**config.mk**
```make
export PLATFORM = sky130hd
export DESIGN_NAME = mem_arbiter
export DESIGN_NICKNAME = d
export VERILOG_FILES = /design/src/rtl/mem_arbiter_pkg.sv /design/src/rtl/mem_arb_timer.sv /design/src/rtl/mem_arbiter.sv
export SDC_FILE = /design/constraint.sdc
export NUM_CORES = 1
export LEC_CHECK = 0
export CAP_MARGIN = 20
export CELL_PAD_IN_SITES_DETAIL_PLACEMENT = 1
export CELL_PAD_IN_SITES_GLOBAL_PLACEMENT = 1
export CORE_ASPECT_RATIO = 1.5
export CORE_MARGIN = 3
export CORE_UTILIZATION = 32
export CTS_BUF_LIST = sky130_fd_sc_hd__clkbuf_8
export DETAILED_ROUTE_END_ITERATION = 8
export GPL_TIMING_DRIVEN = 0
export HOLD_SLACK_MARGIN = 0.06
export PLACE_DENSITY_LB_ADDON = 0.12
export RECOVER_POWER = 50
export SYNTH_ARGS = -nofsm -noshare
export SYNTH_HDL_FRONTEND = slang
export SYNTH_SLANG_ARGS = --single-unit
export TNS_END_PERCENT = 50
```
**constraint.sdc**
```tcl
create_clock -name clock -period 2.1 [get_ports clock]
set_input_delay 0.42 -clock clock [delete_from_list [all_inputs] [get_ports clock]]
set_output_delay 0.42 -clock clock [all_outputs]
set_load 0.01 [all_outputs]
```
**src/rtl/mem_arbiter_pkg.sv**
```systemverilog
// Shared types and defaults for the two-port memory arbiter.
package mem_arbiter_pkg;

    localparam int ARB_ADDR_W = 16;
    localparam int ARB_DATA_W = 16;

    typedef enum logic [1:0] {
        IDLE = 2'd0,
        RD   = 2'd1,
        WR   = 2'd2,
        DONE = 2'd3
    } mem_arb_state_t;

    typedef enum logic {
        OWN_FETCH = 1'b0,
        OWN_DATA  = 1'b1
    } mem_arb_owner_t;

    // The access currently owning the memory port.
    typedef struct packed {
        mem_arb_owner_t          owner;
        logic                    we;
        logic [ARB_ADDR_W-1:0]   addr;
        logic [ARB_DATA_W-1:0]   wdata;
    } mem_arb_req_t;

    // On a tie the requester that was not granted last wins.
    function automatic mem_arb_owner_t pick_owner(input logic f_req,
                                                  input logic d_req,
                                                  input mem_arb_owner_t last);
        if (f_req && d_req) begin
            return (last == OWN_FETCH) ? OWN_DATA : OWN_FETCH;
        end
        return d_req ? OWN_DATA : OWN_FETCH;
    endfunction

endpackage

```
**src/rtl/mem_arb_timer.sv**
```systemverilog
// Wait counter for a memory strobe: expires after TIMEOUT enabled cycles.
module mem_arb_timer #(
    parameter int TIMEOUT = 255
) (
    input  logic clock,
    input  logic reset,
    input  logic clear,
    input  logic enable,
    output logic expired
);

    // The counter only needs to reach TIMEOUT-1: the edge at that value is the last one waited.
    localparam int CNT_W = (TIMEOUT < 2) ? 1 : $clog2(TIMEOUT);
    localparam logic [CNT_W-1:0] LAST = CNT_W'(TIMEOUT - 1);

    logic [CNT_W-1:0] cnt_q;
    logic [CNT_W-1:0] cnt_d;

    assign expired = enable && (cnt_q == LAST);

    // Next count: clear on strobe assertion, advance while the strobe waits.
    always_comb begin
        // NOTE: assign a default first so every path drives cnt_d and no latch is inferred.
        cnt_d = cnt_q;
        if (clear) begin
            cnt_d = '0;
        end else if (enable && !expired) begin
            cnt_d = cnt_q + CNT_W'(1);
        end
    end

    // Count register with synchronous reset.
    always_ff @(posedge clock) begin
        // NOTE: non-blocking so every register samples pre-edge values, independent of block order.
        if (reset) begin
            cnt_q <= '0;
        end else begin
            cnt_q <= cnt_d;
        end
    end

endmodule

```
**src/rtl/mem_arbiter.sv**
```systemverilog
// Arbitrates a fetch port and a data port onto one memory, one access in flight.
module mem_arbiter
    import mem_arbiter_pkg::*;
#(
    parameter int ADDR_W  = ARB_ADDR_W,
    parameter int DATA_W  = ARB_DATA_W,
    parameter int TIMEOUT = 255
) (
    input  logic              clock,
    input  logic              reset,
    input  logic              f_req,
    input  logic [ADDR_W-1:0] f_addr,
    output logic              f_gnt,
    output logic              f_valid,
    output logic [DATA_W-1:0] f_rdata,
    input  logic              d_req,
    input  logic              d_we,
    input  logic [ADDR_W-1:0] d_addr,
    input  logic [DATA_W-1:0] d_wdata,
    output logic              d_gnt,
    output logic              d_valid,
    output logic [DATA_W-1:0] d_rdata,
    output logic              m_read,
    output logic              m_write,
    output logic [ADDR_W-1:0] m_addr,
    output logic [DATA_W-1:0] m_wdata,
    input  logic [DATA_W-1:0] m_rdata,
    input  logic              m_read_ready,
    input  logic              m_write_ready,
    output logic              timeout_err
);

    mem_arb_state_t state_q, state_d;
    mem_arb_req_t   req_q, req_d;
    mem_arb_owner_t last_q, last_d;
    mem_arb_owner_t win;
    logic [DATA_W-1:0] f_rdata_q, f_rdata_d;
    logic [DATA_W-1:0] d_rdata_q, d_rdata_d;
    logic err_q, err_d;
    logic tmr_clear;
    logic tmr_expired;

    assign win = pick_owner(f_req, d_req, last_q);

    mem_arb_timer #(
        .TIMEOUT (TIMEOUT)
    ) u_timer (
        .clock   (clock),
        .reset   (reset),
        .clear   (tmr_clear),
        .enable  ((state_q == RD) || (state_q == WR)),
        .expired (tmr_expired)
    );

    // Next-state, grant and capture logic.
    always_comb begin
        state_d   = state_q;
        req_d     = req_q;
        last_d    = last_q;
        f_rdata_d = f_rdata_q;
        d_rdata_d = d_rdata_q;
        err_d     = 1'b0;
        f_gnt     = 1'b0;
        d_gnt     = 1'b0;
        tmr_clear = 1'b0;
        case (state_q)
            IDLE: begin
                if (f_req || d_req) begin
                    tmr_clear = 1'b1;
                    last_d    = win;
                    if (win == OWN_DATA) begin
                        d_gnt       = 1'b1;
                        req_d.owner = OWN_DATA;
                        req_d.we    = d_we;
                        req_d.addr  = ARB_ADDR_W'(d_addr);
                        req_d.wdata = ARB_DATA_W'(d_wdata);
                        state_d     = d_we ? WR : RD;
                    end else begin
                        // Fetches are always reads; write data keeps its last value.
                        f_gnt       = 1'b1;
                        req_d.owner = OWN_FETCH;
                        req_d.we    = 1'b0;
                        req_d.addr  = ARB_ADDR_W'(f_addr);
                        state_d     = RD;
                    end
                end
            end
            RD: begin
                // Ready wins over expiry when both land on the same edge.
                if (m_read_ready) begin
                    state_d = DONE;
                    if (req_q.owner == OWN_DATA) d_rdata_d = m_rdata;
                    else                         f_rdata_d = m_rdata;
                end else if (tmr_expired) begin
                    state_d = DONE;
                    err_d   = 1'b1;
                    if (req_q.owner == OWN_DATA) d_rdata_d = '0;
                    else                         f_rdata_d = '0;
                end
            end
            WR: begin
                if (m_write_ready) begin
                    state_d = DONE;
                end else if (tmr_expired) begin
                    state_d   = DONE;
                    err_d     = 1'b1;
                    d_rdata_d = '0;
                end
            end
            DONE:    state_d = IDLE;
            default: state_d = IDLE;
        endcase
    end

    // State and datapath registers, synchronous reset.
    always_ff @(posedge clock) begin
        if (reset) begin
            state_q   <= IDLE;
            req_q     <= '0;
            last_q    <= OWN_FETCH;
            f_rdata_q <= '0;
            d_rdata_q <= '0;
            err_q     <= 1'b0;
        end else begin
            state_q   <= state_d;
            req_q     <= req_d;
            last_q    <= last_d;
            f_rdata_q <= f_rdata_d;
            d_rdata_q <= d_rdata_d;
            err_q     <= err_d;
        end
    end

    assign m_read      = (state_q == RD) && !req_q.we;
    assign m_write     = (state_q == WR) && req_q.we;
    assign m_addr      = ADDR_W'(req_q.addr);
    assign m_wdata     = DATA_W'(req_q.wdata);
    assign f_valid     = (state_q == DONE) && (req_q.owner == OWN_FETCH);
    assign d_valid     = (state_q == DONE) && (req_q.owner == OWN_DATA);
    assign f_rdata     = f_rdata_q;
    assign d_rdata     = d_rdata_q;
    assign timeout_err = err_q;

endmodule

```
==> run_summary.xml <==
<?xml version="1.0" encoding="UTF-8"?>
<metrics>
  <group name="synthesis">
    <metric name="synthesis.area_per_instance" unit="um^2">9.01</metric>
    <metric name="leading_cell_types_by_total_area_after_synthesis" unit="">sky130_fd_sc_hd__dfxtp_1 44%, sky130_fd_sc_hd__buf_4 7.5%, sky130_fd_sc_hd__nand2_1 5.8%</metric>
    <metric name="post-synth-top-area-cell" unit="">sky130_fd_sc_hd__dfxtp_1</metric>
    <metric name="flops_latches_synth" unit="">77</metric>
    <metric name="post_synth_num_cell_types" unit="">50</metric>
    <metric name="seq_area_frac_synth" unit="%">43.9</metric>
    <metric name="yosys_warnings" unit="">0</metric>
    <metric name="synth_fp_nets" unit="">468</metric>
    <metric name="synth_enable_flop_cells" unit="">0</metric>
    <metric name="asyncSetResetFlopFracSynth" unit="%">0</metric>
    <metric name="synthCells" unit="">390</metric>
    <metric name="yosys.area.top_type_share" unit="%">43.9</metric>
    <metric name="ys_dominant_reg_cell" unit="">sky130_fd_sc_hd__dfxtp_1</metric>
    <metric name="synth_area" unit="mm^2">0.00351</metric>
  </group>
  <group name="grt">
    <metric name="grt_start_max_net_pins" unit="">14</metric>
    <metric name="number_of_antenna_violations_at_the_first_check_in_global_routing" unit="">0</metric>
    <metric name="groute.usage.overall" unit="%">17.7</metric>
    <metric name="global_route_wire_length_before_repair" unit="um">17600</metric>
    <metric name="gr-usage-met3" unit="%">6.51</metric>
    <metric name="grt.overflow.total" unit="">0</metric>
    <metric name="first_global_vias" unit="">3665</metric>
    <metric name="busiest_layer" unit="">met2</metric>
    <metric name="use_met1" unit="%">19.8</metric>
    <metric name="grt.met2_usage" unit="%">31.2</metric>
  </group>
  <group name="power_and_ir_drop">
    <metric name="p_switching" unit="mW">1.26</metric>
    <metric name="clock_power_share" unit="%">26.6</metric>
    <metric name="cell_area_power_density" unit="mW/mm^2">772</metric>
    <metric name="switching_share" unit="%">30.4</metric>
    <metric name="power_leakage" unit="nW">2.21</metric>
    <metric name="peakVddDrop" unit="uV">360</metric>
    <metric name="seq_power_share" unit="%">41.7</metric>
    <metric name="internal_power" unit="mW">2.88</metric>
    <metric name="total_power" unit="mW">4.14</metric>
    <metric name="power.combinational.fraction" unit="%">31.7</metric>
  </group>
  <group name="sta">
    <metric name="fin_crit_sh" unit="%">94.7</metric>
    <metric name="fin_ws" unit="ns">0.111</metric>
    <metric name="report.final.slew_viol_count" unit="">0</metric>
    <metric name="finalHoldWorstSlack" unit="ns">0.457</metric>
    <metric name="worstMarginPinSlew" unit="ns">0.514</metric>
    <metric name="timing.final.crit_period" unit="ns">1.99</metric>
    <metric name="setup_violations" unit="">0</metric>
    <metric name="fin_worst_skew" unit="ns">0.00561</metric>
    <metric name="max_freq" unit="MHz">503</metric>
    <metric name="slew-limit-headroom" unit="%">65.7</metric>
    <metric name="rsz0062_at_grt" unit="">false</metric>
    <metric name="final-hold-violation-count" unit="">0</metric>
  </group>
  <group name="clocking">
    <metric name="path_clk_slew" unit="ns">0.08</metric>
    <metric name="cts_tree" unit="">built</metric>
    <metric name="cts-htree-levels" unit="">3</metric>
    <metric name="cts_hold_buf" unit="">0</metric>
    <metric name="cts.path.max_buffers" unit="">2</metric>
    <metric name="cts_num_sinks" unit="">77</metric>
    <metric name="cts_root_buf" unit="">sky130_fd_sc_hd__clkbuf_8</metric>
    <metric name="cts-buffers-inserted" unit="">9</metric>
    <metric name="worst_skew_pair.late_latency" unit="ns">0.36</metric>
  </group>
  <group name="run">
    <metric name="max_cap_viol_count" unit="">0</metric>
  </group>
  <group name="detailed_routing">
    <metric name="ant_nets" unit="">0</metric>
    <metric name="vias" unit="">3348</metric>
    <metric name="residual_drc_count" unit="">0</metric>
    <metric name="route.detailed.vias_per_inst" unit="">4.82</metric>
    <metric name="detail_route.wl_per_cell" unit="um">15.0</metric>
    <metric name="drt-initial-drc-count" unit="">95</metric>
    <metric name="drt-total-wl" unit="um">10500</metric>
    <metric name="drt_pass1_iterations" unit="">4</metric>
  </group>
  <group name="worst_setup_path">
    <metric name="worst-setup-path-type" unit="">reg2out</metric>
    <metric name="startpoint_type" unit="">flip-flop</metric>
    <metric name="critPathArrivalTime" unit="ns">1.57</metric>
    <metric name="critical_path_peak_fanout" unit="">6</metric>
    <metric name="kind_of_capture_point_of_the_worst_setup_path" unit="">output port</metric>
    <metric name="ff2ff_path_depth" unit="">9</metric>
    <metric name="endpoint_required_time_on_the_critical_path" unit="ns">1.68</metric>
  </group>
  <group name="die">
    <metric name="fp.dieArea" unit="mm^2">0.0123</metric>
    <metric name="floorplan.initialDensity" unit="%">33.0</metric>
    <metric name="placement_rows" unit="">46</metric>
    <metric name="std_cell_core_area" unit="mm^2">0.0106</metric>
    <metric name="chipWidth" unit="um">91.6</metric>
    <metric name="die_outline_height" unit="um">134</metric>
    <metric name="design.portCount" unit="">142</metric>
  </group>
  <group name="finish">
    <metric name="nets" unit="">624</metric>
    <metric name="antennaDiodeCount" unit="">0</metric>
    <metric name="finish.cell_count_without_fillers" unit="">695</metric>
    <metric name="areaGrowthSynthToFinish" unit="%">52.6</metric>
    <metric name="layout.core_utilization" unit="%">50.4</metric>
    <metric name="final_layout_size_suffix_gt1_share" unit="%">15.8</metric>
    <metric name="filler_cell_count" unit="">1241</metric>
  </group>
  <group name="placed_design">
    <metric name="port-buffer-count" unit="">141</metric>
    <metric name="post-dp-hpwl" unit="um">8010</metric>
    <metric name="place_inst" unit="">675</metric>
    <metric name="finalWeightedCongestion" unit="">0.738</metric>
    <metric name="preCtsSetupSlack" unit="ns">-0.766</metric>
  </group>
  <group name="worst_hold_path">
    <metric name="min_path_type" unit="">reg2reg</metric>
    <metric name="whs_path_depth" unit="">2</metric>
  </group>
  <group name="run_status">
    <metric name="result_of_the_run" unit="">complete, no violations</metric>
  </group>
</metrics>
-- what timing repair did --
| item | 4_1_cts | 5_1_grt |
|---|---|---|
| buffers inserted | 3 | 1 |
| pin swaps | 1 | 0 |
| endpoints found under the setup margin | 16 | 15 |
| gates resized for setup | 22 | 13 |
| hold endpoints to repair | 0 | 0 |
-- stage by stage --
| step | TNS, ns | instance area [um^2] |
|---|---|---|
| CTS | -0.144 | 5360 |
| detailed placement | -4.42 | 5100 |
| finish | 0 | 5360 |
| global placement | -1.70 | 5100 |
| global route | 0 | 5360 |
| floorplan | 0 | 3510 |
-- synth_stat cells, types with 2 or more instances --
cell type                   n
sky130_fd_sc_hd__a211oi_1  12
sky130_fd_sc_hd__o21ai_0    2
sky130_fd_sc_hd__o211ai_1   2
sky130_fd_sc_hd__and2_1     2
sky130_fd_sc_hd__clkbuf_1  10
sky130_fd_sc_hd__xnor2_1    4
sky130_fd_sc_hd__a222oi_1   5
sky130_fd_sc_hd__nand3_1   19
sky130_fd_sc_hd__and3_1     2
sky130_fd_sc_hd__nor4_1     2
sky130_fd_sc_hd__nand2b_1  16
sky130_fd_sc_hd__a22oi_1    3
sky130_fd_sc_hd__nand4_1    4
sky130_fd_sc_hd__nor2_1    30
sky130_fd_sc_hd__a31oi_1   16
sky130_fd_sc_hd__mux2i_1   11
sky130_fd_sc_hd__nor3_1     2
sky130_fd_sc_hd__nand2_1   54
sky130_fd_sc_hd__a21oi_1   20
sky130_fd_sc_hd__buf_4     35
sky130_fd_sc_hd__ha_1       7
sky130_fd_sc_hd__dfxtp_1   77
sky130_fd_sc_hd__or4_1      2
sky130_fd_sc_hd__buf_6      3
sky130_fd_sc_hd__buf_2      5
sky130_fd_sc_hd__a22o_1    16
sky130_fd_sc_hd__inv_1      6
-- area by class of cell --
type                       instances  area, um^2  share of cell area (%)
multi-input combinational        251        1600                    29.8
sequential                        77        1550                    28.9
clock inverter                     7        66.3                    1.24
inverter                           7        36.3                   0.677
timing repair buffer             145        1420                    26.5
tap                              144         180                    3.36
clock buffer                       9         124                    2.31
buffer                            55         388                    7.23
-- power groups by stage --
stage	combinational, mW	sequential (mW)	clock (mW)
after global placement	1.29	1.75	0
after CTS	1.36	1.73	1.15
after global routing	1.44	1.75	1.21
after detailed placement	1.31	1.76	0
after floorplan	0.687	1.76	0
final	1.31	1.73	1.10
-- kinds of logic after synthesis --
logic type      after synthesis  synth area share [%]
flops                        77                  43.9
fa+ha+maj                     7                  2.49
compound gates               86                  18.1
xor+xnor                      5                  1.25
buf+inv                      62                  11.5
mux                          11                  3.13
simple gates                142                  19.7
-- layer usage --
| layer | vias up | wire length [um] |
|---|---|---|
| met2 | 108 | 5330 |
| li1 | 1652 | - |
| met3 | 8 | 820 |
| met5 | - | 0 |
| met4 | 0 | 122 |
| met1 | 1580 | 4180 |
-- final timing paths --
kind | slack (ns) | startpoint | endpoint
setup / recovery | 0.11 | state_q[1]$_SDFFE_PP0P_ | f_gnt
hold / removal | 0.46 | m_wdata[8]$_SDFFE_PP0P_ | m_wdata[8]$_SDFFE_PP0P_
setup reg to reg | 0.23 | state_q[0]$_SDFFE_PP0P_ | u_timer.cnt_q[5]$_SDFFE_PP0P_
hold reg to reg | 0.46 | m_wdata[8]$_SDFFE_PP0P_ | m_wdata[8]$_SDFFE_PP0P_
-- critical path: stages (launching register included) --
cell and delay [ns]:
sky130_fd_sc_hd__dfxtp_4 0.37, sky130_fd_sc_hd__inv_2 0.06, sky130_fd_sc_hd__ha_2 0.18, sky130_fd_sc_hd__buf_8 0.13, sky130_fd_sc_hd__o21ai_4 0.07, sky130_fd_sc_hd__nor2_4 0.12
sky130_fd_sc_hd__dlygate4sd2_1 0.27
-- registers in the layout, summed over array words and instances, names as in the netlist --
signal         flops
timeout_err        1
m_wdata           16
u_timer.cnt_q      8
d_rdata           16
f_rdata           16
state_q            2
m_addr            16
last_q             1
req_q              1
-- layout by cell type (no fill, tap or decap), types with 3 or more instances in the layout --
cell                              Yosys  layout
sky130_fd_sc_hd__inv_1                6       4
sky130_fd_sc_hd__buf_4               35      38
sky130_fd_sc_hd__a21oi_1             20      20
sky130_fd_sc_hd__a211oi_1            12      12
sky130_fd_sc_hd__clkbuf_1            10      10
sky130_fd_sc_hd__buf_6                3       3
sky130_fd_sc_hd__ha_1                 7       4
sky130_fd_sc_hd__a22o_1              16      16
sky130_fd_sc_hd__a22oi_1              3       3
sky130_fd_sc_hd__clkinv_2             0       4
sky130_fd_sc_hd__clkbuf_8             1       9
sky130_fd_sc_hd__nor2_1              30      29
sky130_fd_sc_hd__ha_2                 0       3
sky130_fd_sc_hd__dlygate4sd2_1        0       4
sky130_fd_sc_hd__a222oi_1             5       5
sky130_fd_sc_hd__a31oi_1             16      16
sky130_fd_sc_hd__buf_2                5       6
sky130_fd_sc_hd__mux2i_1             11      11
sky130_fd_sc_hd__nand2b_1            16      16
sky130_fd_sc_hd__dlygate4sd3_1        0      53
sky130_fd_sc_hd__dfxtp_1             77      74
sky130_fd_sc_hd__nand4_1              4       4
sky130_fd_sc_hd__nand2_1             54      54
sky130_fd_sc_hd__nand3_1             19      19
sky130_fd_sc_hd__xnor2_1              4       4
sky130_fd_sc_hd__clkdlybuf4s50_1      0      80
Note: power is estimated with default switching activity, not from simulation.
